## src/rtl/ex_mem_loader_pkg.sv

```systemverilog
// Shared types and header layout for the riscv external-memory boot loader.
// Header word: [8:0] start address, [24:16] beat count, all other bits reserved (must be 0).
package ex_mem_loader_pkg;

    typedef enum logic [2:0] {
        ST_IDLE,
        ST_COLLECT,
        ST_WRITE,
        ST_RELEASE,
        ST_RUN
    } loader_state_e;

    typedef enum logic [1:0] {
        W_I1,
        W_I2,
        W_D1,
        W_D2
    } beat_word_e;

    localparam int          HDR_ADDR_LSB  = 0;
    localparam int          HDR_ADDR_MSB  = 8;
    localparam int          HDR_CNT_LSB   = 16;
    localparam int          HDR_CNT_MSB   = 24;
    localparam logic [31:0] HDR_RSVD_MASK = 32'hFE00_FE00;

endpackage

```

## src/rtl/ex_mem_beat_packer.sv

```systemverilog
// Collects four consecutive stream words (I1, I2, D1, D2) into one load-port beat.
// A beat completes on the same edge that accepts its D2 word.
module ex_mem_beat_packer
    import ex_mem_loader_pkg::*;
#(
    parameter int DATA_W = 32
) (
    input  logic              clk,
    input  logic              flush_i,
    input  logic              word_valid_i,
    input  logic [DATA_W-1:0] word_i,
    output logic [DATA_W-1:0] i1_o,
    output logic [DATA_W-1:0] i2_o,
    output logic [DATA_W-1:0] d1_o,
    output logic [DATA_W-1:0] d2_o,
    output logic              beat_done_o
);

    beat_word_e        idx_q;
    logic [DATA_W-1:0] i1_q;
    logic [DATA_W-1:0] i2_q;
    logic [DATA_W-1:0] d1_q;

    always_ff @(posedge clk) begin
        if (flush_i) begin
            idx_q <= W_I1;
            i1_q  <= '0;
            i2_q  <= '0;
            d1_q  <= '0;
        end else if (word_valid_i) begin
            unique case (idx_q)
                W_I1: begin
                    i1_q  <= word_i;
                    idx_q <= W_I2;
                end
                W_I2: begin
                    i2_q  <= word_i;
                    idx_q <= W_D1;
                end
                W_D1: begin
                    d1_q  <= word_i;
                    idx_q <= W_D2;
                end
                W_D2: begin
                    idx_q <= W_I1;
                end
                default: idx_q <= W_I1;
            endcase
        end
    end

    // D2 is passed straight through so the parent can register the whole beat
    // on the accepting edge without an extra cycle of latency.
    assign i1_o        = i1_q;
    assign i2_o        = i2_q;
    assign d1_o        = d1_q;
    assign d2_o        = word_i;
    assign beat_done_o = word_valid_i && (idx_q == W_D2);

endmodule

```

## src/rtl/ex_mem_loader.sv

```systemverilog
// Boot loader: parses a header, streams beats into the riscv external load port,
// then pulses the core reset and releases the core to run.
module ex_mem_loader
    import ex_mem_loader_pkg::*;
#(
    parameter int ADDR_W     = 9,
    parameter int DATA_W     = 32,
    parameter int RST_CYCLES = 2
) (
    input  logic              clk,
    input  logic              reset,
    input  logic              s_valid,
    output logic              s_ready,
    input  logic [DATA_W-1:0] s_data,
    input  logic              restart,
    output logic              core_reset,
    output logic              enable_load_ex_mem,
    output logic [ADDR_W-1:0] InstExMemAddress,
    output logic [ADDR_W-1:0] DataExMemAddress,
    output logic [DATA_W-1:0] InstExMemData1,
    output logic [DATA_W-1:0] InstExMemData2,
    output logic [DATA_W-1:0] DataExMemData1,
    output logic [DATA_W-1:0] DataExMemData2,
    output logic              running,
    output logic              err
);

    localparam int RC_W = (RST_CYCLES > 1) ? $clog2(RST_CYCLES) : 1;

    loader_state_e     state_q;
    logic [ADDR_W-1:0] cur_addr_q;
    logic [8:0]        k_q;
    logic [8:0]        n_q;
    logic [RC_W-1:0]   rst_cnt_q;

    logic              s_ready_q;
    logic              core_reset_q;
    logic              en_q;
    logic [ADDR_W-1:0] addr_q;
    logic [DATA_W-1:0] i1_q, i2_q, d1_q, d2_q;
    logic              running_q;
    logic              err_q;

    logic              accept;
    logic              pack_valid;
    logic              beat_done;
    logic [DATA_W-1:0] pk_i1, pk_i2, pk_d1, pk_d2;
    logic [ADDR_W-1:0] hdr_addr;
    logic [8:0]        hdr_cnt;
    logic              hdr_bad;

    assign accept     = s_valid && s_ready_q;
    assign pack_valid = accept && (state_q == ST_COLLECT);
    assign hdr_addr   = ADDR_W'(s_data[HDR_ADDR_MSB:HDR_ADDR_LSB]);
    assign hdr_cnt    = s_data[HDR_CNT_MSB:HDR_CNT_LSB];
    assign hdr_bad    = |(s_data & DATA_W'(HDR_RSVD_MASK));

    ex_mem_beat_packer #(
        .DATA_W (DATA_W)
    ) u_packer (
        .clk         (clk),
        .flush_i     (reset),
        .word_valid_i(pack_valid),
        .word_i      (s_data),
        .i1_o        (pk_i1),
        .i2_o        (pk_i2),
        .d1_o        (pk_d1),
        .d2_o        (pk_d2),
        .beat_done_o (beat_done)
    );

    always_ff @(posedge clk) begin
        if (reset) begin
            state_q      <= ST_IDLE;
            cur_addr_q   <= '0;
            k_q          <= '0;
            n_q          <= '0;
            rst_cnt_q    <= '0;
            s_ready_q    <= 1'b1;
            core_reset_q <= 1'b1;
            en_q         <= 1'b0;
            addr_q       <= '0;
            i1_q         <= '0;
            i2_q         <= '0;
            d1_q         <= '0;
            d2_q         <= '0;
            running_q    <= 1'b0;
            err_q        <= 1'b0;
        end else begin
            unique case (state_q)
                ST_IDLE: begin
                    if (accept) begin
                        if (hdr_bad) begin
                            err_q <= 1'b1;
                        end else if (hdr_cnt != 9'd0) begin
                            state_q      <= ST_COLLECT;
                            core_reset_q <= 1'b0;
                            cur_addr_q   <= hdr_addr;
                            n_q          <= hdr_cnt;
                            k_q          <= '0;
                        end else begin
                            state_q   <= ST_RELEASE;
                            s_ready_q <= 1'b0;
                            rst_cnt_q <= '0;
                        end
                    end
                end
                ST_COLLECT: begin
                    if (beat_done) begin
                        state_q   <= ST_WRITE;
                        s_ready_q <= 1'b0;
                        en_q      <= 1'b1;
                        addr_q    <= cur_addr_q;
                        i1_q      <= pk_i1;
                        i2_q      <= pk_i2;
                        d1_q      <= pk_d1;
                        d2_q      <= pk_d2;
                    end
                end
                ST_WRITE: begin
                    en_q <= 1'b0;
                    if (k_q == n_q - 9'd1) begin
                        state_q      <= ST_RELEASE;
                        core_reset_q <= 1'b1;
                        rst_cnt_q    <= '0;
                    end else begin
                        state_q    <= ST_COLLECT;
                        s_ready_q  <= 1'b1;
                        k_q        <= k_q + 9'd1;
                        cur_addr_q <= cur_addr_q + 1'b1;
                    end
                end
                ST_RELEASE: begin
                    if (rst_cnt_q == RC_W'(RST_CYCLES - 1)) begin
                        state_q      <= ST_RUN;
                        core_reset_q <= 1'b0;
                        running_q    <= 1'b1;
                    end else begin
                        rst_cnt_q <= rst_cnt_q + 1'b1;
                    end
                end
                ST_RUN: begin
                    if (restart) begin
                        state_q      <= ST_IDLE;
                        core_reset_q <= 1'b1;
                        running_q    <= 1'b0;
                        err_q        <= 1'b0;
                        s_ready_q    <= 1'b1;
                    end
                end
                default: state_q <= ST_IDLE;
            endcase
        end
    end

    assign s_ready            = s_ready_q;
    assign core_reset         = core_reset_q;
    assign enable_load_ex_mem = en_q;
    assign InstExMemAddress   = addr_q;
    assign DataExMemAddress   = addr_q;
    assign InstExMemData1     = i1_q;
    assign InstExMemData2     = i2_q;
    assign DataExMemData1     = d1_q;
    assign DataExMemData2     = d2_q;
    assign running            = running_q;
    assign err                = err_q;

endmodule

```

## config.mk

```make
export PLATFORM = sky130hd
export DESIGN_NAME = ex_mem_loader
export DESIGN_NICKNAME = d
export VERILOG_FILES = /design/src/rtl/ex_mem_loader_pkg.sv /design/src/rtl/ex_mem_beat_packer.sv /design/src/rtl/ex_mem_loader.sv
export SDC_FILE = /design/constraint.sdc
export NUM_CORES = 1
export LEC_CHECK = 0
export BUFFER_PORTS_ARGS = -buffer_cell sky130_fd_sc_hd__buf_4
export CAP_MARGIN = 20
export CORE_ASPECT_RATIO = 0.9
export CORE_MARGIN = 5
export CORE_UTILIZATION = 45
export CTS_BUF_LIST = sky130_fd_sc_hd__clkbuf_16
export CTS_CLUSTER_SIZE = 40
export DETAILED_ROUTE_END_ITERATION = 16
export GPL_TIMING_DRIVEN = 0
export PLACE_DENSITY = 0.71
export SYNTH_ARGS = -nofsm -noshare
export SYNTH_HDL_FRONTEND = slang
export SYNTH_SLANG_ARGS = --single-unit
```

## constraint.sdc

```tcl
create_clock -name clk -period 6.8 [get_ports clk]
set_clock_uncertainty 0.2 [all_clocks]
set_input_delay 1.02 -clock clk [delete_from_list [all_inputs] [get_ports clk]]
set_output_delay 1.02 -clock clk [all_outputs]
set_load 0.01 [all_outputs]
```

==> flow_metrics.env, run 1 <==
export IMPL_status="finished, final reports clean"
export IMPL_timing_setup_critical_path_class="in2reg"
export IMPL_hold_viol_final=0
export IMPL_synth_cells_most_frequent="nand2_1 (488), dfxtp_1 (271), a21oi_1 (257)"
export IMPL_timing_critical_path_from_type="input port"
export IMPL_fillerInstances=2107
export IMPL_ir_worst_vdd_mv=0.1669
export IMPL_final_period_minus_worst_setup_slack_ns=3.223
export IMPL_die_y_um=154.1
export IMPL_register_bit_count_reported_by_yosys=271
export IMPL_io_buffers=185
export IMPL_final_max_slew_violation_count=0
export IMPL_syn_num_nets=1364
export IMPL_placement_row_count=52
export IMPL_ff_latch_area_um2=5425
export IMPL_timing_worst_slew_pin_value_ns=0.8107
export IMPL_global_route_usage_total=0.2380
export IMPL_class_of_the_tightest_hold_or_removal_check="reg2reg"
export IMPL_timing_max_slew_rel_slack=0.4595
export IMPL_setup_viol=0
export IMPL_postRouteAntennaNets=0
export IMPL_total_iterations_of_the_first_detailed_routing_run=5
export IMPL_rsz_0062_raised_after_global_routing="no"
export IMPL_netlist_area_before_placement_um2=10380
export IMPL_cts_htree_levels=1
export IMPL_drv_cap=0
export IMPL_post_cts_setup_buffers=0
export IMPL_clock_sinks=271
export IMPL_io_pins=187
export IMPL_yosys_top_cells_area="dfxtp_1 (52%), nand2_1 (18%), a21oi_1 (12%)"
export IMPL_cts_root_buf="clkbuf_16"
export IMPL_place_inst=1802
export IMPL_crit_required_ns=7.06
export IMPL_floorplan_die_area_um2=26210
export IMPL_grt_antenna_before_repair=0
export IMPL_synthDistinctLibCells=59
export IMPL_totalPowerFinal_w=0.003094
export IMPL_cts_max_path_buffers=3
export IMPL_critical_path_arrival_ns=3.48
export IMPL_total_routed_length_um=32600
export IMPL_power_leakage_nw=4.744
export IMPL_final_cell_count_no_fill=1851
export IMPL_gp_routability_congestion=0.8805
export IMPL_power_density_nw_per_um2=238.4
export IMPL_areaGrowthSynthToFinish_pct=24.99
export IMPL_timing_setup_tns_ns=0
export IMPL_cts_resized=0
export IMPL_dieWidth_um=170.1
export IMPL_clock_fmax_ghz=0.3103
export IMPL_synth_avg_cell_area_um2=7.865
export IMPL_synth_main_ff_cell="dfxtp_1"
export IMPL_floorplan_initialDensity=0.4599
export IMPL_post_synthesis_cell_count=1320
export IMPL_synth_seq_area_share=0.5225
export IMPL_skew_pair_late_insertion_delay_ns=0.54
export IMPL_place_detailed_hpwl_um=23350
export IMPL_routed_via_density=5.325
export IMPL_cts_hold_fix_buffers=0
export IMPL_drive_above_1_share=0.1622
export IMPL_routed_via_count=9857
export IMPL_post_synth_top_area_fraction=0.5225
export IMPL_placeableCoreArea_um2=22580
export IMPL_layout_nets=1579
export IMPL_clk_transition_reported_paths_ns=0.06
export IMPL_tritoncts_num_buffers=28
export IMPL_synth_most_common_cell="nand2_1"
export IMPL_grt_remaining_overflow=0
export IMPL_async_reset_ff_frac=0
export IMPL_yosys_area_top_type="dfxtp_1"
export IMPL_critical_path_peak_fanout=8
export IMPL_cts_tree="built"
export IMPL_via_count_of_the_first_global_routing_pass=9198
export IMPL_first_pass_grt_wire_length_um=50390
export IMPL_multiInputGateArea_um2=4506
export IMPL_residual_drc_count=0
export IMPL_detail_route_iter0_violations=809
export IMPL_wire_per_inst_um=17.61
export IMPL_fin_crit_sh=0.4739
export IMPL_antennaDiodeCount=0
export IMPL_grt_max_degree=14
export IMPL_end_kind="flop"
export IMPL_synth_warning_count=0
export IMPL_synth_edff_count=0
metrics by stage:
| stage | worst slack, ns | hold WS (ns) | cell area [um^2] | utilization |
|---|---|---|---|---|
| 6_report | 3.577 | 0.2501 | 12980 | 0.5748 |
| 5_1_grt | 3.431 | 0.2709 | 12980 | 0.5748 |
| 4_1_cts | 3.623 | 0.2523 | 12980 | 0.5748 |
| 3_5_place_dp | 3.084 | 0.2434 | 12140 | 0.5379 |
| 3_3_place_gp | 3.110 | 0.2391 | 12140 | 0.5379 |
| 2_1_floorplan | 3.627 | 0.2321 | 10380 | - |
placed cells by master, fill, tap and decap left out, types with 11 or more instances in the layout:
cell       Yosys  final
clkbuf_16      0     29
a21oi_1      257    257
nor2_1        40     40
nand3_1       12     12
nand2_1      488    488
buf_4          9    194
mux2i_1       14     14
inv_1          7     14
clkbuf_1      88     88
dfxtp_1      271    271
o21ai_0       11     11
metal layers:
layer	part of all wire	GRT usage
met1	0.44	0.3445
met2	0.43	0.3646
met5	0	0
met4	0.031	0.06958
met3	0.094	0.04108
cell type report:
cell class	count	area share
plain buffers	101	0.03249
clock buffers	29	0.05592
clock inverters	20	0.008388
inverters	8	0.002314
multi-input cells	940	0.3472
flip-flops and latches	271	0.4180
well taps	297	0.02863
repair buffers	185	0.1070
worst max-delay path, stage by stage:
cell and delay (ns):
buf_4 0.16, nor4_2 0.30, nand4_2 0.30, nor4_4 0.74, o2bb2ai_2 0.20, nor2_2 0.08, or4_1 0.52, a21oi_1 0.15
sequential cells by signal (all words and copies together) (netlist names):
register / count
DataExMemAddress: 9
err: 1
enable_load_ex_mem: 1
core_reset: 1
state_q: 3
k_q: 9
DataExMemData2: 32
InstExMemData1: 32
cur_addr_q: 9
u_packer.i1_o: 32
u_packer.i2_o: 32
running: 1
u_packer.d1_o: 32
rst_cnt_q: 1
InstExMemData2: 32
n_q: 9
s_ready: 1
u_packer.idx_q: 2
DataExMemData1: 32
kinds of logic (layout without fill, tap and decap cells):
| kind of cell | after synthesis | in the layout | synth area share |
|---|---|---|---|
| xor gates and xnor gates | 14 | 14 | 0.01181 |
| DFF | 271 | 271 | 0.5225 |
| buffers and inverters | 109 | 343 | 0.04350 |
| adders and majority gates | 8 | 8 | 0.009641 |
| AOI/OAI and AO/OA | 307 | 307 | 0.1606 |
| muxes | 15 | 15 | 0.01458 |
| and+or+nand+nor | 596 | 596 | 0.2373 |
where the power goes:
part / internal, W / switching (W)
registers: 0.00159 / 0.000000234
clock network: 0.000800 / 0.000612
logic: 0.0000225 / 0.0000717
path summary, 6_finish.rpt:
kind	from	end	slack (ns)	cells after the start
hold / removal	u_packer.i2_o[14]	InstExMemData2[14]	0.25	2
setup reg to reg	n_q[0]	k_q[8]	3.62	9
setup / recovery	s_data[26]	k_q[7]	3.58	8
hold reg to reg	u_packer.i2_o[14]	InstExMemData2[14]	0.25	2
Power figures use the tool's default switching activity.
==> run 2: changes to the inputs <==
PLACE_DENSITY = 0.73   (was 0.71)
clock period = 2.9 ns   (was 6.8 ns; I/O delays follow)
==> flow_metrics.env, run 2 (synthesis results as in run 1) <==
export IMPL_cts_htree_levels=1
export IMPL_clock_sinks=271
export IMPL_fin_crit_sh=0.9594
export IMPL_timing_hold_worst_endpoint="u_packer.d1_o[0]"
export IMPL_placement_row_count=52
export IMPL_fillerInstances=2054
export IMPL_timing_setup_tns_ns=0
export IMPL_pwr_share_seq=0.494
export IMPL_total_routed_length_um=33590
export IMPL_power_report_internal_total_w=0.005867
export IMPL_routed_via_count=9988
export IMPL_rr_worst_depth=10
export IMPL_global_route_usage_total=0.2429
export IMPL_timing_worst_slew_pin_value_ns=0.7839
export IMPL_die_y_um=154.1
export IMPL_via_count_of_the_first_global_routing_pass=9191
export IMPL_crit_slowest_cell="dfxtp_1"
export IMPL_setup_viol=0
export IMPL_total_iterations_of_the_first_detailed_routing_run=6
export IMPL_post_place_ws_ns=-0.1648
export IMPL_timing_critical_path_from_type="flop"
export IMPL_cpPeakStageDelay_ns=0.39
export IMPL_floorplan_die_area_um2=26210
export IMPL_io_buffers=185
export IMPL_gp_routability_congestion=0.8700
export IMPL_tritoncts_num_buffers=28
export IMPL_first_pass_grt_wire_length_um=50960
export IMPL_timing_setup_critical_path_class="reg2reg"
export IMPL_residual_drc_count=0
export IMPL_drv_cap=0
export IMPL_cts_root_buf="clkbuf_16"
export IMPL_hold_viol_final=0
export IMPL_power_leakage_nw=4.887
export IMPL_placeableCoreArea_um2=22580
export IMPL_power_combinational_fraction=0.033
export IMPL_detail_route_iter0_violations=863
export IMPL_ff_latch_area_um2=5425
export IMPL_crit_family="compound AO/OA/AOI/OAI gates"
export IMPL_cts_max_path_buffers=3
export IMPL_final_period_minus_worst_setup_slack_ns=2.782
export IMPL_rsz_0062_raised_after_global_routing="no"
export IMPL_drive_above_1_share=0.1723
export IMPL_clockPowerShare=0.473
export IMPL_final_setup_worst_slack_ns=0.1176
export IMPL_timing_rr_end="cur_addr_q[7]"
export IMPL_wire_per_inst_um=17.91
export IMPL_mostFrequentLayoutCells="nand2_1 (488), dfxtp_1 (271), a21oi_1 (257), buf_4 (198), clkbuf_1 (80)"
export IMPL_crit_reg2reg_launch="n_q[0]"
export IMPL_critical_path_arrival_ns=3.04
export IMPL_skew_pair_late_insertion_delay_ns=0.54
export IMPL_r2r_slack_ns=0.12
export IMPL_postRouteAntennaNets=0
export IMPL_grt_antenna_before_repair=0
export IMPL_multiInputGateArea_um2=4528
export IMPL_dieWidth_um=170.1
export IMPL_layout_nets=1602
export IMPL_floorplan_initialDensity=0.4599
export IMPL_timing_max_slew_rel_slack=0.4774
export IMPL_class_of_the_tightest_hold_or_removal_check="in2reg"
export IMPL_areaGrowthSynthToFinish_pct=28.16
export IMPL_cts_tree="built"
export IMPL_net_switching_share_of_the_total_power=0.2218
export IMPL_crit_buf_inv=2
export IMPL_final_max_slew_violation_count=0
export IMPL_clock_fmax_ghz=0.3594
export IMPL_grt_remaining_overflow=0
export IMPL_antennaDiodeCount=0
export IMPL_crit_required_ns=3.16
export IMPL_grt_max_degree=15
export IMPL_worstHoldStart="s_data[0]"
export IMPL_timing_critical_path_cells="inv_1 -> ha_1 -> o21ba_2 -> a221o_1 -> a211oi_4 -> o211ai_4 -> a21oi_4 -> buf_6 -> o21ai_1 -> a21oi_1"
export IMPL_layout_commonest_cell="nand2_1"
export IMPL_critical_path_peak_fanout=10
export IMPL_timing_hold_worst_path_depth=3
export IMPL_place_detailed_hpwl_um=23410
export IMPL_power_density_nw_per_um2=566.5
export IMPL_routed_via_density=5.324
export IMPL_status="finished, final reports clean"
export IMPL_io_pins=187
export IMPL_end_kind="flop"
export IMPL_clk_transition_reported_paths_ns=0.06
export IMPL_ir_worst_vdd_mv=0.4636
export IMPL_netSwitchingPower_w=0.001672
run 2: cell count changes in the layout (fill, tap and decap cells not counted), sizes merged:
cell / delta
buf: +4
inv: -3
bufinv: +2
dlygate4sd3: +19
clkinvlp: +2
clkinv: +1
run 2: final cells by class:
cell class              instances  area share
clock inverters                22     0.01392
clock buffers                  29     0.05454
multi-input cells             940      0.3403
plain buffers                 101     0.03244
repair buffers                208      0.1209
inverters                       8    0.002257
well taps                     297     0.02793
flip-flops and latches        271      0.4077
run 2: through the flow:
step           cells  hold WS (ns)  utilization  power (W)  cell area [um^2]
2_1_floorplan   1320        0.2321            -   0.003875             10380
3_3_place_gp    1802        0.2384       0.5379   0.004023             12140
3_5_place_dp    1802        0.2456       0.5379   0.004022             12140
4_1_cts         1872    0.00001221       0.5871   0.007571             13250
5_1_grt         1876       0.01111       0.5894   0.007725             13310
6_report        1876      0.005638       0.5894   0.007538             13310
run 2: worst max path at each step:
stage / from / endpoint / slack, ns / cells after the start
2_1_floorplan: n_q[0] / k_q[7] / 0.26 / 9
3_3_place_gp: s_data[13] / k_q[7] / -0.19 / 8
3_5_place_dp: s_data[13] / k_q[7] / -0.16 / 8
4_1_cts: s_data[12] / k_q[7] / 0.02 / 9
5_1_grt: n_q[0] / cur_addr_q[5] / 0.01 / 10
6_report: n_q[0] / cur_addr_q[7] / 0.12 / 10
run 2: worst register-to-register path, delay by kind of cell (launching register included):
kind / cells / cell delay (ns)
buf+inv: 2 / 0.27
compound gates: 7 / 1.58
flops: 1 / 0.39
fa+ha+maj: 1 / 0.25
run 2: what timing repair did:
action,in CTS,in global routing
gates resized for setup,2,19
hold buffers,19,0
endpoints found under the setup margin,2,117
endpoints found under the hold margin,29,0
buffers inserted,0,4
pin swaps,0,2
run 2: power groups by stage:
stage               registers (W)  clock network [W]  logic (W)
detailed placement        0.00381                  0   0.000216
finish                    0.00372            0.00357   0.000247
floorplan                 0.00381                  0  0.0000681
global route              0.00372            0.00375   0.000254
CTS                       0.00372            0.00361   0.000241
global placement          0.00381                  0   0.000216
run 2: routing by layer:
metal	up-vias	global-route usage	wire length, um	part of all wire
met5	-	0	0	0
met4	0	0.07529	1141	0.034
met3	81	0.04852	3053	0.091
met2	438	0.3729	14880	0.44
met1	4636	0.3450	14520	0.43
li1	4833	-	-	-
